`src/rtl/fpu_rr_scheduler_pkg.sv`:
```
// Shared FPU format constants and types for the FPU scheduler and the FPU itself.
package fpu_rr_scheduler_pkg;

    localparam int FP_W            = 32;
    localparam int EXP_W           = 6;
    localparam int MANT_W          = 25;
    localparam int EXP_BIAS        = 31;
    localparam int STATUS_W        = 4;
    localparam int FPU_PASS_CYCLES = 5;
    // Two full FPU passes plus one edge guarantee a result computed from held operands.
    localparam int MIN_HOLD_CYCLES = 2 * FPU_PASS_CYCLES + 1;

    typedef enum logic [STATUS_W-1:0] {
        ST_EXACT     = 4'b0001,
        ST_INEXACT   = 4'b0010,
        ST_OVERFLOW  = 4'b0100,
        ST_UNDERFLOW = 4'b1000
    } status_out_t;

    typedef enum logic [1:0] {
        S_IDLE    = 2'd0,
        S_HOLD    = 2'd1,
        S_RESPOND = 2'd2
    } sched_state_t;

endpackage

```
`src/rtl/fpu_rr_scheduler_arbiter.sv`:
```
// Combinational round-robin arbiter: first requester at or after ptr wins.
module rr_arbiter #(
    parameter int N     = 4,
    parameter int IDX_W = 2
) (
    input  logic [N-1:0]     req,
    input  logic [IDX_W-1:0] ptr,
    output logic [N-1:0]     grant,
    output logic [IDX_W-1:0] index
);

    logic found;
    int   pos;

    // Scan ptr, ptr+1, ... wrapping at N; the first set request takes the grant.
    always_comb begin
        grant = '0;
        index = '0;
        found = 1'b0;
        pos   = 0;
        for (int k = 0; k < N; k++) begin
            pos = int'(ptr) + k;
            if (pos >= N) pos = pos - N;
            if (!found && req[IDX_W'(pos)]) begin
                grant[IDX_W'(pos)] = 1'b1;
                index              = IDX_W'(pos);
                found              = 1'b1;
            end
        end
    end

endmodule

```
`src/rtl/fpu_rr_scheduler.sv`:
```
// Round-robin scheduler sharing one free-running FPU among N_REQ clients.
// Holds operands for HOLD_CYCLES edges, captures the FPU result and returns it
// tagged with the requester index.
module fpu_rr_scheduler
    import fpu_rr_scheduler_pkg::*;
#(
    parameter int N_REQ       = 4,
    parameter int HOLD_CYCLES = 11,
    parameter int ID_W        = 2
) (
    input  logic                     clock100KHz,
    input  logic                     reset,
    input  logic [N_REQ-1:0]         req_valid,
    input  logic [32*N_REQ-1:0]      req_op_a,
    input  logic [32*N_REQ-1:0]      req_op_b,
    output logic [N_REQ-1:0]         req_ready,
    output logic                     rsp_valid,
    input  logic                     rsp_ready,
    output logic [31:0]              rsp_data,
    output logic [3:0]               rsp_status,
    output logic [ID_W-1:0]          rsp_id,
    output logic                     rsp_err,
    output logic [31:0]              fpu_op_a,
    output logic [31:0]              fpu_op_b,
    input  logic [31:0]              fpu_data_in,
    input  logic [3:0]               fpu_status_in,
    output logic                     busy
);

    localparam int PTR_W = (N_REQ > 1) ? $clog2(N_REQ) : 1;
    localparam int CNT_W = $clog2(HOLD_CYCLES + 1);

    sched_state_t     state;
    logic [PTR_W-1:0] rr_ptr;
    logic [PTR_W-1:0] arb_idx;
    logic [N_REQ-1:0] arb_grant;
    logic [CNT_W-1:0] cnt;
    logic [FP_W-1:0]  op_a_arr [N_REQ];
    logic [FP_W-1:0]  op_b_arr [N_REQ];

    // Unpack the flat operand buses so the winner can be selected by index.
    for (genvar g = 0; g < N_REQ; g++) begin : g_ops
        assign op_a_arr[g] = req_op_a[FP_W*g +: FP_W];
        assign op_b_arr[g] = req_op_b[FP_W*g +: FP_W];
    end

    rr_arbiter #(
        .N     (N_REQ),
        .IDX_W (PTR_W)
    ) u_arb (
        .req   (req_valid),
        .ptr   (rr_ptr),
        .grant (arb_grant),
        .index (arb_idx)
    );

    // Scheduler FSM: grant, hold operands across two FPU passes, present result.
    always_ff @(posedge clock100KHz or negedge reset) begin
        if (!reset) begin
            state      <= S_IDLE;
            rr_ptr     <= '0;
            cnt        <= '0;
            req_ready  <= '0;
            rsp_valid  <= 1'b0;
            rsp_data   <= '0;
            rsp_status <= '0;
            rsp_id     <= '0;
            rsp_err    <= 1'b0;
            fpu_op_a   <= '0;
            fpu_op_b   <= '0;
            busy       <= 1'b0;
        end else begin
            req_ready <= '0;
            case (state)
                S_IDLE: begin
                    if (|req_valid) begin
                        fpu_op_a  <= op_a_arr[arb_idx];
                        fpu_op_b  <= op_b_arr[arb_idx];
                        req_ready <= arb_grant;
                        rsp_id    <= ID_W'(arb_idx);
                        cnt       <= CNT_W'(HOLD_CYCLES - 1);
                        rr_ptr    <= (arb_idx == PTR_W'(N_REQ - 1)) ? '0 : arb_idx + PTR_W'(1);
                        busy      <= 1'b1;
                        state     <= S_HOLD;
                    end
                end
                S_HOLD: begin
                    if (cnt == '0) begin
                        rsp_data   <= fpu_data_in;
                        rsp_status <= fpu_status_in;
                        rsp_err    <= ~$onehot(fpu_status_in);
                        rsp_valid  <= 1'b1;
                        state      <= S_RESPOND;
                    end else begin
                        cnt <= cnt - CNT_W'(1);
                    end
                end
                S_RESPOND: begin
                    if (rsp_ready) begin
                        rsp_valid <= 1'b0;
                        rsp_err   <= 1'b0;
                        busy      <= 1'b0;
                        state     <= S_IDLE;
                    end
                end
                default: begin
                    state <= S_IDLE;
                    busy  <= 1'b0;
                end
            endcase
        end
    end

endmodule

```
`config.mk`:
```
export PLATFORM = sky130hd
export DESIGN_NAME = fpu_rr_scheduler
export DESIGN_NICKNAME = d
export VERILOG_FILES = /design/src/rtl/fpu_rr_scheduler_pkg.sv /design/src/rtl/fpu_rr_scheduler_arbiter.sv /design/src/rtl/fpu_rr_scheduler.sv
export SDC_FILE = /design/constraint.sdc
export NUM_CORES = 1
export LEC_CHECK = 0
export BUFFER_PORTS_ARGS = -buffer_cell sky130_fd_sc_hd__clkbuf_2
export CORE_AREA = 2 2 157 159
export DETAILED_ROUTE_END_ITERATION = 16
export DIE_AREA = 0 0 159 161
export GPL_TIMING_DRIVEN = 0
export SLEW_MARGIN = 20
export SYNTH_ARGS = -nofsm -noshare
export SYNTH_HDL_FRONTEND = slang
export SYNTH_HIERARCHICAL = 1
export SYNTH_SLANG_ARGS = --single-unit
```
`constraint.sdc`:
```
create_clock -name clock100KHz -period 4.14 [get_ports clock100KHz]
set_input_delay 0 -clock clock100KHz [delete_from_list [all_inputs] [get_ports clock100KHz]]
set_output_delay 0 -clock clock100KHz [all_outputs]
set_load 0.05 [all_outputs]
```
==> impl_metrics.xml, run 1 <==
<?xml version="1.0" encoding="UTF-8"?>
<metrics>
  <group name="pwr">
    <metric name="power_density" unit="nW/um^2">1020</metric>
    <metric name="vdd.ir_drop.worst" unit="V">0.000636</metric>
    <metric name="total_power" unit="W">0.0106</metric>
    <metric name="total_leakage_power" unit="nW">5.29</metric>
  </group>
  <group name="route">
    <metric name="post_drt_via_cell_ratio" unit="">4.76</metric>
    <metric name="drt-initial-drc-count" unit="">345</metric>
    <metric name="via_count" unit="">6280</metric>
    <metric name="drc" unit="">0</metric>
    <metric name="ant_nets" unit="">0</metric>
    <metric name="route.detailed.wl_per_inst" unit="um">19.9</metric>
    <metric name="finalWirelength" unit="mm">26.2</metric>
    <metric name="drt_pre_antenna_iters" unit="">5</metric>
  </group>
  <group name="critical_path">
    <metric name="setup.worst_path.end_class" unit="">register</metric>
    <metric name="worst-setup-path-type" unit="">reg -&gt; reg</metric>
    <metric name="startpoint_of_the_worst_slack_reg_to_reg_timing_path" unit="">rr_ptr[0]</metric>
    <metric name="worst_path_largest_cell_delay" unit="ns">0.59</metric>
    <metric name="worst-r2r-cell-count" unit="">12</metric>
    <metric name="timing.critical_path.arrival" unit="ns">4.29</metric>
    <metric name="crit_start" unit="">rr_ptr[0]</metric>
    <metric name="worst-endpoint-required" unit="ns">4.43</metric>
    <metric name="cp_max_fo" unit="">10</metric>
    <metric name="cp_cell_sequence" unit="">buf_4, clkinvlp_4, ha_1, buf_6, or3_4, or4b_4, o311ai_2, o32a_1, buf_12, buf_12, mux4_2, mux2_2</metric>
    <metric name="cp_slowest_cell" unit="">sky130_fd_sc_hd__mux4_2</metric>
    <metric name="crit_end" unit="">fpu_op_a[9]</metric>
    <metric name="critical_path.reg2reg.endpoint" unit="">fpu_op_a[9]</metric>
    <metric name="worst-r2r-setup-slack" unit="ns">0.14</metric>
    <metric name="worst_setup_path_start_kind" unit="">register</metric>
    <metric name="cp_common_cell" unit="">sky130_fd_sc_hd__buf_12</metric>
  </group>
  <group name="sta">
    <metric name="setup_slack" unit="ns">0.142</metric>
    <metric name="worst-slew-pin-transition" unit="ns">0.594</metric>
    <metric name="period_needed" unit="ns">4.00</metric>
    <metric name="setup_violations" unit="">0</metric>
    <metric name="achievable-frequency" unit="MHz">250</metric>
    <metric name="slew_viol_final" unit="">0</metric>
    <metric name="clock_skew" unit="ns">0.0192</metric>
    <metric name="rsz0062_at_grt" unit="">false</metric>
    <metric name="final.setup.tns" unit="ns">0</metric>
    <metric name="final_hold_viol_count" unit="">0</metric>
    <metric name="min_period_over_period" unit="%">96.6</metric>
    <metric name="relSlewSlack" unit="%">60.4</metric>
  </group>
  <group name="clock_network">
    <metric name="cts_max_level" unit="">4</metric>
    <metric name="cts_buffer_depth" unit="">2</metric>
    <metric name="tritoncts" unit="">done</metric>
    <metric name="clkLatencyLatePin" unit="ns">0.42</metric>
    <metric name="clock_sinks" unit="">117</metric>
    <metric name="clock-root-buffer" unit="">sky130_fd_sc_hd__clkbuf_16</metric>
    <metric name="clock_slew_at_the_register_clock_pins_of_the_worst_setup_and_hold_paths" unit="ns">0.06</metric>
    <metric name="cts_made_buffers" unit="">17</metric>
  </group>
  <group name="yosys">
    <metric name="post_synth_inst_count" unit="">513</metric>
    <metric name="syn_nets" unit="">826</metric>
    <metric name="synthesis_stage_register_bit_count" unit="">117</metric>
    <metric name="synth_enable_flop_cells" unit="">0</metric>
    <metric name="syn-cell-area" unit="um^2">6870</metric>
    <metric name="postSynth.topFlopCell" unit="">sky130_fd_sc_hd__dfrtp_1</metric>
    <metric name="netlist-cell-type-count" unit="">51</metric>
    <metric name="synthesis.area_per_instance" unit="um^2">13.4</metric>
    <metric name="warning_count_from_the_yosys_run" unit="">6</metric>
    <metric name="synth.yosys.seq_area_share" unit="%">42.6</metric>
    <metric name="synth_async_sr_flop_share" unit="%">100</metric>
  </group>
  <group name="global_routing">
    <metric name="vias_in_the_first_global_route" unit="">6563</metric>
    <metric name="grt_max_degree" unit="">88</metric>
    <metric name="grt-ovfl-total" unit="">0</metric>
    <metric name="first_pass_grt_wire_length" unit="mm">38.6</metric>
    <metric name="grt_util_all_layers" unit="%">20.3</metric>
    <metric name="antenna_found_initial" unit="">7</metric>
  </group>
  <group name="status">
    <metric name="status" unit="">finished clean</metric>
  </group>
  <group name="placed_design">
    <metric name="portBuffers" unit="">407</metric>
    <metric name="finalWeightedCongestion" unit="">0.898</metric>
    <metric name="placement.setup.worst_slack" unit="ns">-0.461</metric>
    <metric name="hpwl" unit="mm">20.6</metric>
  </group>
  <group name="worst_hold_path">
    <metric name="hp-class" unit="">in -&gt; reg</metric>
  </group>
  <group name="die">
    <metric name="core_region_area" unit="um^2">24000</metric>
    <metric name="dieArea" unit="um^2">25600</metric>
    <metric name="floorplan.die.height" unit="um">161</metric>
    <metric name="starting_density_of_the_core" unit="%">28.7</metric>
    <metric name="fp-row-count" unit="">57</metric>
    <metric name="io-pin-count" unit="">408</metric>
    <metric name="die_width" unit="um">159</metric>
  </group>
  <group name="cells_and_area">
    <metric name="finalCoreUtilization" unit="%">43.3</metric>
    <metric name="num-nets-final" unit="">1293</metric>
    <metric name="syn2layout_area_growth" unit="%">51.1</metric>
    <metric name="fillers" unit="">2289</metric>
    <metric name="drive_above_1_share" unit="%">62.0</metric>
  </group>
  <group name="job">
    <metric name="max_cap_viols" unit="">0</metric>
  </group>
</metrics>
worst min-delay path by stage:
| stage | start | to | cells past startpoint |
|---|---|---|---|
| finish | req_op_a[28] | fpu_op_a[28] | 3 |
| global route | req_op_a[98] | fpu_op_a[2] | 3 |
| CTS | req_op_a[92] | fpu_op_a[28] | 3 |
| detailed placement | reset | rsp_data[18] | 1 |
| global placement | fpu_data_in[28] | rsp_data[28] | 3 |
| floorplan | reset | busy | 0 |
per-layer routing:
layer	global-route usage, %	share of wire, %	vias up
met3	9.50	11	28
met5	0	0.16	-
met2	32.7	48	330
li1	-	-	2814
met1	24.8	40	3100
met4	5.00	1.4	8
critical path: cells and delay by family (launching register included):
kind,cells,cell delay [ns]
DFF,1,0.37
AOI/OAI and AO/OA,2,0.49
buffers and inverters,5,0.91
adders and majority gates,1,0.34
muxes,2,0.88
and+or+nand+nor,2,0.89
area by class of cell:
type	count	area, um^2	share of cell area [%]
sequential	117	2930	28.2
antenna	3	7.51	0.0723
buffer	36	285	2.75
inverter	19	75.1	0.723
timing repair buffer	448	2470	23.8
clock inverter	15	164	1.58
tap	324	405	3.91
multi-input combinational	341	3620	34.9
clock buffer	17	425	4.10
repair_timing:
item	4_1_cts	5_1_grt
hold buffers	38	0
hold endpoints to repair	157	0
pin swaps	1	1
setup buffers	1	1
resized for setup	10	7
setup endpoints to repair	58	42
cell usage in the layout (no fill, tap or decap), types with 4 or more instances in the layout:
master	synthesis	final
sky130_fd_sc_hd__a21oi_1	4	4
sky130_fd_sc_hd__buf_2	11	10
sky130_fd_sc_hd__buf_4	1	6
sky130_fd_sc_hd__buf_6	13	11
sky130_fd_sc_hd__clkbuf_1	6	5
sky130_fd_sc_hd__clkbuf_16	0	17
sky130_fd_sc_hd__clkbuf_2	0	409
sky130_fd_sc_hd__clkinvlp_4	0	4
sky130_fd_sc_hd__dfrtp_1	117	115
sky130_fd_sc_hd__dlygate4sd3_1	0	38
sky130_fd_sc_hd__ha_1	13	13
sky130_fd_sc_hd__inv_1	19	18
sky130_fd_sc_hd__inv_6	0	6
sky130_fd_sc_hd__mux2_2	18	18
sky130_fd_sc_hd__mux2_4	50	50
sky130_fd_sc_hd__mux2i_1	9	9
sky130_fd_sc_hd__mux4_2	65	65
sky130_fd_sc_hd__nand2_1	114	114
sky130_fd_sc_hd__nand2b_1	5	5
sky130_fd_sc_hd__nor2_1	7	7
sky130_fd_sc_hd__o21ai_0	8	8
synth_stat cells, drive strengths merged (2+ instances only):
| cell | instances | share of area (%) |
|---|---|---|
| ha | 13 | 2.4 |
| inv | 19 | 1.0 |
| o31ai | 2 | 0.22 |
| nand2b | 5 | 0.46 |
| mux2 | 68 | 14 |
| o21ai | 9 | 0.66 |
| nor3b | 3 | 0.33 |
| o221ai | 2 | 0.26 |
| or3 | 2 | 0.26 |
| a31oi | 3 | 0.27 |
| nor2 | 7 | 0.38 |
| nor2b | 3 | 0.27 |
| mux4 | 66 | 22 |
| nor3 | 3 | 0.29 |
| and3 | 2 | 0.18 |
| nor4 | 2 | 0.18 |
| a21oi | 4 | 0.29 |
| mux2i | 9 | 1.3 |
| clkbuf | 6 | 0.33 |
| a221o | 2 | 0.29 |
| or2 | 2 | 0.18 |
| buf | 30 | 3.3 |
| dfrtp | 117 | 43 |
| nand2 | 114 | 6.2 |
| nand3 | 3 | 0.22 |
power by group:
| part | switching (W) | internal, W |
|---|---|---|
| registers | 0.000384 | 0.00174 |
| logic | 0.00411 | 0.00289 |
| clock network | 0.000624 | 0.000855 |
| total | 0.00512 | 0.00548 |
state kept, by name (all words and copies together) (netlist names):
register	flops
fpu_op_a	32
rsp_id	2
rsp_err	1
cnt	4
rr_ptr	2
rsp_valid	1
fpu_op_b	32
rsp_status	4
req_ready	4
busy	1
rsp_data	32
state	2
through the flow:
step / instance area [um^2] / cells / hold slack (ns)
finish: 10400 / 1320 / 0.0254
global route: 10400 / 1318 / 0.0122
CTS: 10300 / 1316 / 0.00724
detailed placement: 9350 / 1245 / -0.0841
global placement: 9310 / 1244 / 0.193
floorplan: 6870 / 513 / -0.296
cell families (layout without fill, tap and decap cells):
kind of cell	Yosys count	in the layout	synth area share, %
AND/OR/NAND/NOR	149	149	9.44
multiplexers	143	143	36.9
flip-flops	117	117	42.6
buffers and inverters	55	535	4.68
AO/OA/AOI/OAI	35	35	3.70
adder cells (fa/ha/maj)	14	14	2.66
other	0	3	0
Power figures use the tool's default switching activity.
==> run 2, diff against run 1 <==
--- a/config.mk
+++ b/config.mk
@@ -6,12 +6,11 @@
 export NUM_CORES = 1
 export LEC_CHECK = 0
 export BUFFER_PORTS_ARGS = -buffer_cell sky130_fd_sc_hd__clkbuf_2
-export CORE_AREA = 2 2 157 159
+export CORE_AREA = 2 2 159 161
 export DETAILED_ROUTE_END_ITERATION = 16
-export DIE_AREA = 0 0 159 161
+export DIE_AREA = 0 0 161 163
 export GPL_TIMING_DRIVEN = 0
 export SLEW_MARGIN = 20
 export SYNTH_ARGS = -nofsm -noshare
 export SYNTH_HDL_FRONTEND = slang
-export SYNTH_HIERARCHICAL = 1
 export SYNTH_SLANG_ARGS = --single-unit
==> run 2 against run 1 <==
Net effect: count of clock-buffer cells in the layout unchanged; power up 11%; hold slack worse by 0.0095 ns; clock skew down 0.0097 ns; worst setup slack better by 0.028 ns; routed wire length up 50%; synthesized cell count up 83%; non-clock buffer count up 229; first-iteration DRC count rose to 2.7 times the previous value; flip-flop and latch count unchanged; critical path type unchanged; largest cell class unchanged.
==> impl_metrics.xml, run 2 <==
<?xml version="1.0" encoding="UTF-8"?>
<metrics>
  <group name="critical_path">
    <metric name="setup.worst_path.end_class" unit="">register</metric>
    <metric name="worst_setup_path_start_kind" unit="">register</metric>
    <metric name="cp_max_fo" unit="">13</metric>
    <metric name="timing.critical_path.arrival" unit="ns">4.26</metric>
    <metric name="worst-setup-path-type" unit="">reg -&gt; reg</metric>
    <metric name="critical_path.reg2reg.endpoint" unit="">fpu_op_b[28]</metric>
    <metric name="worst-r2r-cell-count" unit="">14</metric>
    <metric name="crit_end" unit="">fpu_op_b[28]</metric>
    <metric name="worst-endpoint-required" unit="ns">4.43</metric>
    <metric name="crit_start" unit="">rr_ptr[0]</metric>
    <metric name="worst-r2r-setup-slack" unit="ns">0.17</metric>
    <metric name="startpoint_of_the_worst_slack_reg_to_reg_timing_path" unit="">rr_ptr[0]</metric>
  </group>
  <group name="clock_network">
    <metric name="clock-root-buffer" unit="">sky130_fd_sc_hd__clkbuf_16</metric>
    <metric name="tritoncts" unit="">done</metric>
    <metric name="clock_slew_at_the_register_clock_pins_of_the_worst_setup_and_hold_paths" unit="ns">0.07</metric>
    <metric name="cts_made_buffers" unit="">17</metric>
    <metric name="clock_sinks" unit="">117</metric>
    <metric name="cts_setup_buffers" unit="">0</metric>
    <metric name="clkLatencyLatePin" unit="ns">0.42</metric>
    <metric name="cts_buffer_depth" unit="">2</metric>
    <metric name="cts_max_level" unit="">4</metric>
  </group>
  <group name="route">
    <metric name="finalWirelength" unit="mm">39.5</metric>
    <metric name="route.detailed.wl_per_inst" unit="um">20.7</metric>
    <metric name="post_drt_via_cell_ratio" unit="">5.68</metric>
    <metric name="via_count" unit="">10800</metric>
    <metric name="drc" unit="">0</metric>
    <metric name="drt_pre_antenna_iters" unit="">6</metric>
    <metric name="ant_nets" unit="">0</metric>
    <metric name="drt-initial-drc-count" unit="">916</metric>
  </group>
  <group name="global_routing">
    <metric name="first_pass_grt_wire_length" unit="mm">59.6</metric>
    <metric name="vias_in_the_first_global_route" unit="">11000</metric>
    <metric name="antenna_found_initial" unit="">0</metric>
    <metric name="grt_max_degree" unit="">77</metric>
    <metric name="grt_util_all_layers" unit="%">29.0</metric>
    <metric name="grt-ovfl-total" unit="">0</metric>
  </group>
  <group name="yosys">
    <metric name="warning_count_from_the_yosys_run" unit="">0</metric>
    <metric name="synth_largest_area_cell" unit="">sky130_fd_sc_hd__dfrtp_1</metric>
    <metric name="netlist-cell-type-count" unit="">56</metric>
    <metric name="ys_top_cells_by_area" unit="">sky130_fd_sc_hd__dfrtp_1, sky130_fd_sc_hd__mux2i_1, sky130_fd_sc_hd__nand3_1</metric>
    <metric name="synth_async_sr_flop_share" unit="%">100</metric>
    <metric name="post_synth_inst_count" unit="">939</metric>
    <metric name="synth_top_family_by_area" unit="">compound AO/OA/AOI/OAI gates</metric>
    <metric name="post_synth_mux_area_share" unit="%">13.4</metric>
    <metric name="compound_gate_portion_of_the_synthesized_area" unit="%">30.8</metric>
    <metric name="synthesis_stage_register_bit_count" unit="">117</metric>
    <metric name="synth_adder_area_share" unit="%">1.98</metric>
    <metric name="postSynth.topFlopCell" unit="">sky130_fd_sc_hd__dfrtp_1</metric>
    <metric name="syn-cell-area" unit="um^2">8580</metric>
    <metric name="synth_enable_flop_cells" unit="">0</metric>
    <metric name="synthesis.area_per_instance" unit="um^2">9.14</metric>
    <metric name="synth.yosys.seq_area_share" unit="%">34.1</metric>
    <metric name="yosys.area_share.simple" unit="%">13.4</metric>
    <metric name="syn_nets" unit="">1251</metric>
    <metric name="post_synth_most_frequent_cells" unit="">sky130_fd_sc_hd__dfrtp_1, sky130_fd_sc_hd__nand3_1, sky130_fd_sc_hd__mux2i_1, sky130_fd_sc_hd__nand2_1</metric>
    <metric name="yosys.area.top_type_share" unit="%">34.1</metric>
    <metric name="synthXorXnorAreaFrac" unit="%">0.306</metric>
  </group>
  <group name="sta">
    <metric name="period_needed" unit="ns">3.97</metric>
    <metric name="min_period_over_period" unit="%">95.9</metric>
    <metric name="achievable-frequency" unit="MHz">252</metric>
    <metric name="setup_violations" unit="">0</metric>
    <metric name="clock_skew" unit="ns">0.00949</metric>
    <metric name="slew_viol_final" unit="">0</metric>
    <metric name="relSlewSlack" unit="%">46.1</metric>
    <metric name="worst-slew-pin-transition" unit="ns">0.802</metric>
    <metric name="rsz0062_at_grt" unit="">false</metric>
    <metric name="final_hold_viol_count" unit="">0</metric>
  </group>
  <group name="pwr">
    <metric name="total_leakage_power" unit="nW">6.37</metric>
    <metric name="total_power" unit="W">0.0118</metric>
    <metric name="vdd.ir_drop.worst" unit="V">0.000613</metric>
    <metric name="power_density" unit="nW/um^2">858</metric>
  </group>
  <group name="cells_and_area">
    <metric name="drive_above_1_share" unit="%">35.0</metric>
    <metric name="mostFrequentLayoutCells" unit="">sky130_fd_sc_hd__clkbuf_2, sky130_fd_sc_hd__dlygate4sd3_1, sky130_fd_sc_hd__nand3_1, sky130_fd_sc_hd__dfrtp_1, sky130_fd_sc_hd__mux2i_1</metric>
    <metric name="syn2layout_area_growth" unit="%">59.7</metric>
    <metric name="final-instance-count-excl-fill" unit="">1909</metric>
    <metric name="n_antenna_cell" unit="">0</metric>
    <metric name="finalCoreUtilization" unit="%">55.5</metric>
    <metric name="commonest_non_fill_non_tap_cell_in_the_layout" unit="">sky130_fd_sc_hd__clkbuf_2</metric>
    <metric name="num-nets-final" unit="">1878</metric>
    <metric name="postLayoutCellArea" unit="um^2">13700</metric>
    <metric name="biggestRegsByFlops" unit="">fpu_op_a: 32 flops, fpu_op_b: 32 flops, rsp_data: 32 flops</metric>
  </group>
  <group name="status">
    <metric name="status" unit="">finished clean</metric>
  </group>
  <group name="worst_hold_path">
    <metric name="hp-class" unit="">in -&gt; reg</metric>
  </group>
  <group name="die">
    <metric name="io-pin-count" unit="">408</metric>
    <metric name="floorplan.die.height" unit="um">163</metric>
    <metric name="starting_density_of_the_core" unit="%">34.8</metric>
    <metric name="die_width" unit="um">161</metric>
    <metric name="dieArea" unit="um^2">26200</metric>
    <metric name="fp-row-count" unit="">58</metric>
    <metric name="core_region_area" unit="um^2">24700</metric>
  </group>
  <group name="placed_design">
    <metric name="placedInstanceArea" unit="um^2">11100</metric>
    <metric name="placed_cells" unit="">1678</metric>
    <metric name="portBuffers" unit="">407</metric>
    <metric name="hpwl" unit="mm">27.9</metric>
    <metric name="finalWeightedCongestion" unit="">0.910</metric>
  </group>
  <group name="job">
    <metric name="max_cap_viols" unit="">0</metric>
  </group>
</metrics>
[run 2: cell count changes after synthesis, moves of 20 or more]
cell,previous run,this run
sky130_fd_sc_hd__nand3_1,3,117
sky130_fd_sc_hd__mux4_2,65,3
sky130_fd_sc_hd__mux2i_1,9,68
sky130_fd_sc_hd__nand2_1,114,57
sky130_fd_sc_hd__mux2_4,50,0
sky130_fd_sc_hd__o211ai_1,0,46
sky130_fd_sc_hd__clkbuf_1,6,50
sky130_fd_sc_hd__o21ai_0,8,50
sky130_fd_sc_hd__a22oi_1,0,33
sky130_fd_sc_hd__a21o_1,0,31
sky130_fd_sc_hd__buf_2,11,41
sky130_fd_sc_hd__o211a_1,1,30
sky130_fd_sc_hd__o221ai_1,2,30
sky130_fd_sc_hd__o22a_1,0,20
[run 2: layout make-up]
type	count	area, um^2
Tap cell	330	413
Inverter	11	41.3
Sequential cell	117	2930
Clock buffer	17	425
Timing Repair Buffer	608	4070
Buffer	105	487
Clock inverter	15	179
Fill cell	2229	11000
Multi-Input combinational cell	706	5160
[run 2: timing repair]
item,4_1_cts,5_1_grt
hold buffers,199,0
cloned,0,0
resized for setup,3,13
setup endpoints to repair,60,58
endpoints found under the hold margin,216,0
[run 2: worst min path at each step]
| stage | from | end | slack (ns) | cells past startpoint |
|---|---|---|---|---|
| floorplan | reset | busy | -0.30 | 0 |
| global placement | fpu_data_in[17] | rsp_data[17] | 0.23 | 2 |
| detailed placement | reset | fpu_op_a[28] | -0.03 | 1 |
| CTS | req_op_b[50] | fpu_op_b[18] | 0.0008 | 5 |
| global route | req_op_a[40] | fpu_op_a[8] | 0.02 | 4 |
| finish | req_op_b[50] | fpu_op_b[18] | 0.02 | 5 |
[run 2: report_power, final]
part | internal (W) | total [W] | switching [W] | leakage, nW
Sequential | 0.00173 | 0.00209 | 0.000361 | 1.38
Combinational | 0.00265 | 0.00812 | 0.00547 | 4.70
Clock | 0.000867 | 0.00154 | 0.000678 | 0.295
[run 2: layer usage]
metal	wire length [um]	global-route usage, %	vias to the layer above
li1	-	-	4934
met1	15900	34.9	5165
met2	19300	50.3	622
met3	2650	5.37	121
met4	1560	13.6	0
met5	0	0	-
[run 2: logic make-up (layout without fill, tap and decap cells)]
group           Yosys count  after routing
compound gates          350            350
xor+xnor                  3              3
fa+ha+maj                13             13
buf+inv                 116            756
flops                   117            117
mux                     107            107
simple gates            233            233
[run 2: worst max-delay path, cell delays in order, from the launching register on]
cell	delay (ns)
sky130_fd_sc_hd__dfrtp_1	0.44
sky130_fd_sc_hd__buf_6	0.17
sky130_fd_sc_hd__buf_6	0.14
sky130_fd_sc_hd__inv_2	0.17
sky130_fd_sc_hd__clkbuf_4	0.32
sky130_fd_sc_hd__ha_2	0.36
sky130_fd_sc_hd__mux4_2	0.40
sky130_fd_sc_hd__nand2b_1	0.23
sky130_fd_sc_hd__a21o_1	0.17
sky130_fd_sc_hd__buf_2	0.17
sky130_fd_sc_hd__buf_2	0.23
sky130_fd_sc_hd__o22a_1	0.20
sky130_fd_sc_hd__dlygate4sd3_1	0.56
sky130_fd_sc_hd__a32oi_1	0.20
sky130_fd_sc_hd__o21ai_1	0.09
[run 2: metrics by stage]
stage	TNS (ns)	setup WS, ns	hold WS (ns)
3_3_place_gp	-10.23	-0.468	0.231
2_1_floorplan	0	0.858	-0.296
5_1_grt	0	0.0100	0.0185
4_1_cts	0	0.0649	0.000830
3_5_place_dp	-13.74	-0.523	-0.0335
6_report	0	0.170	0.0159
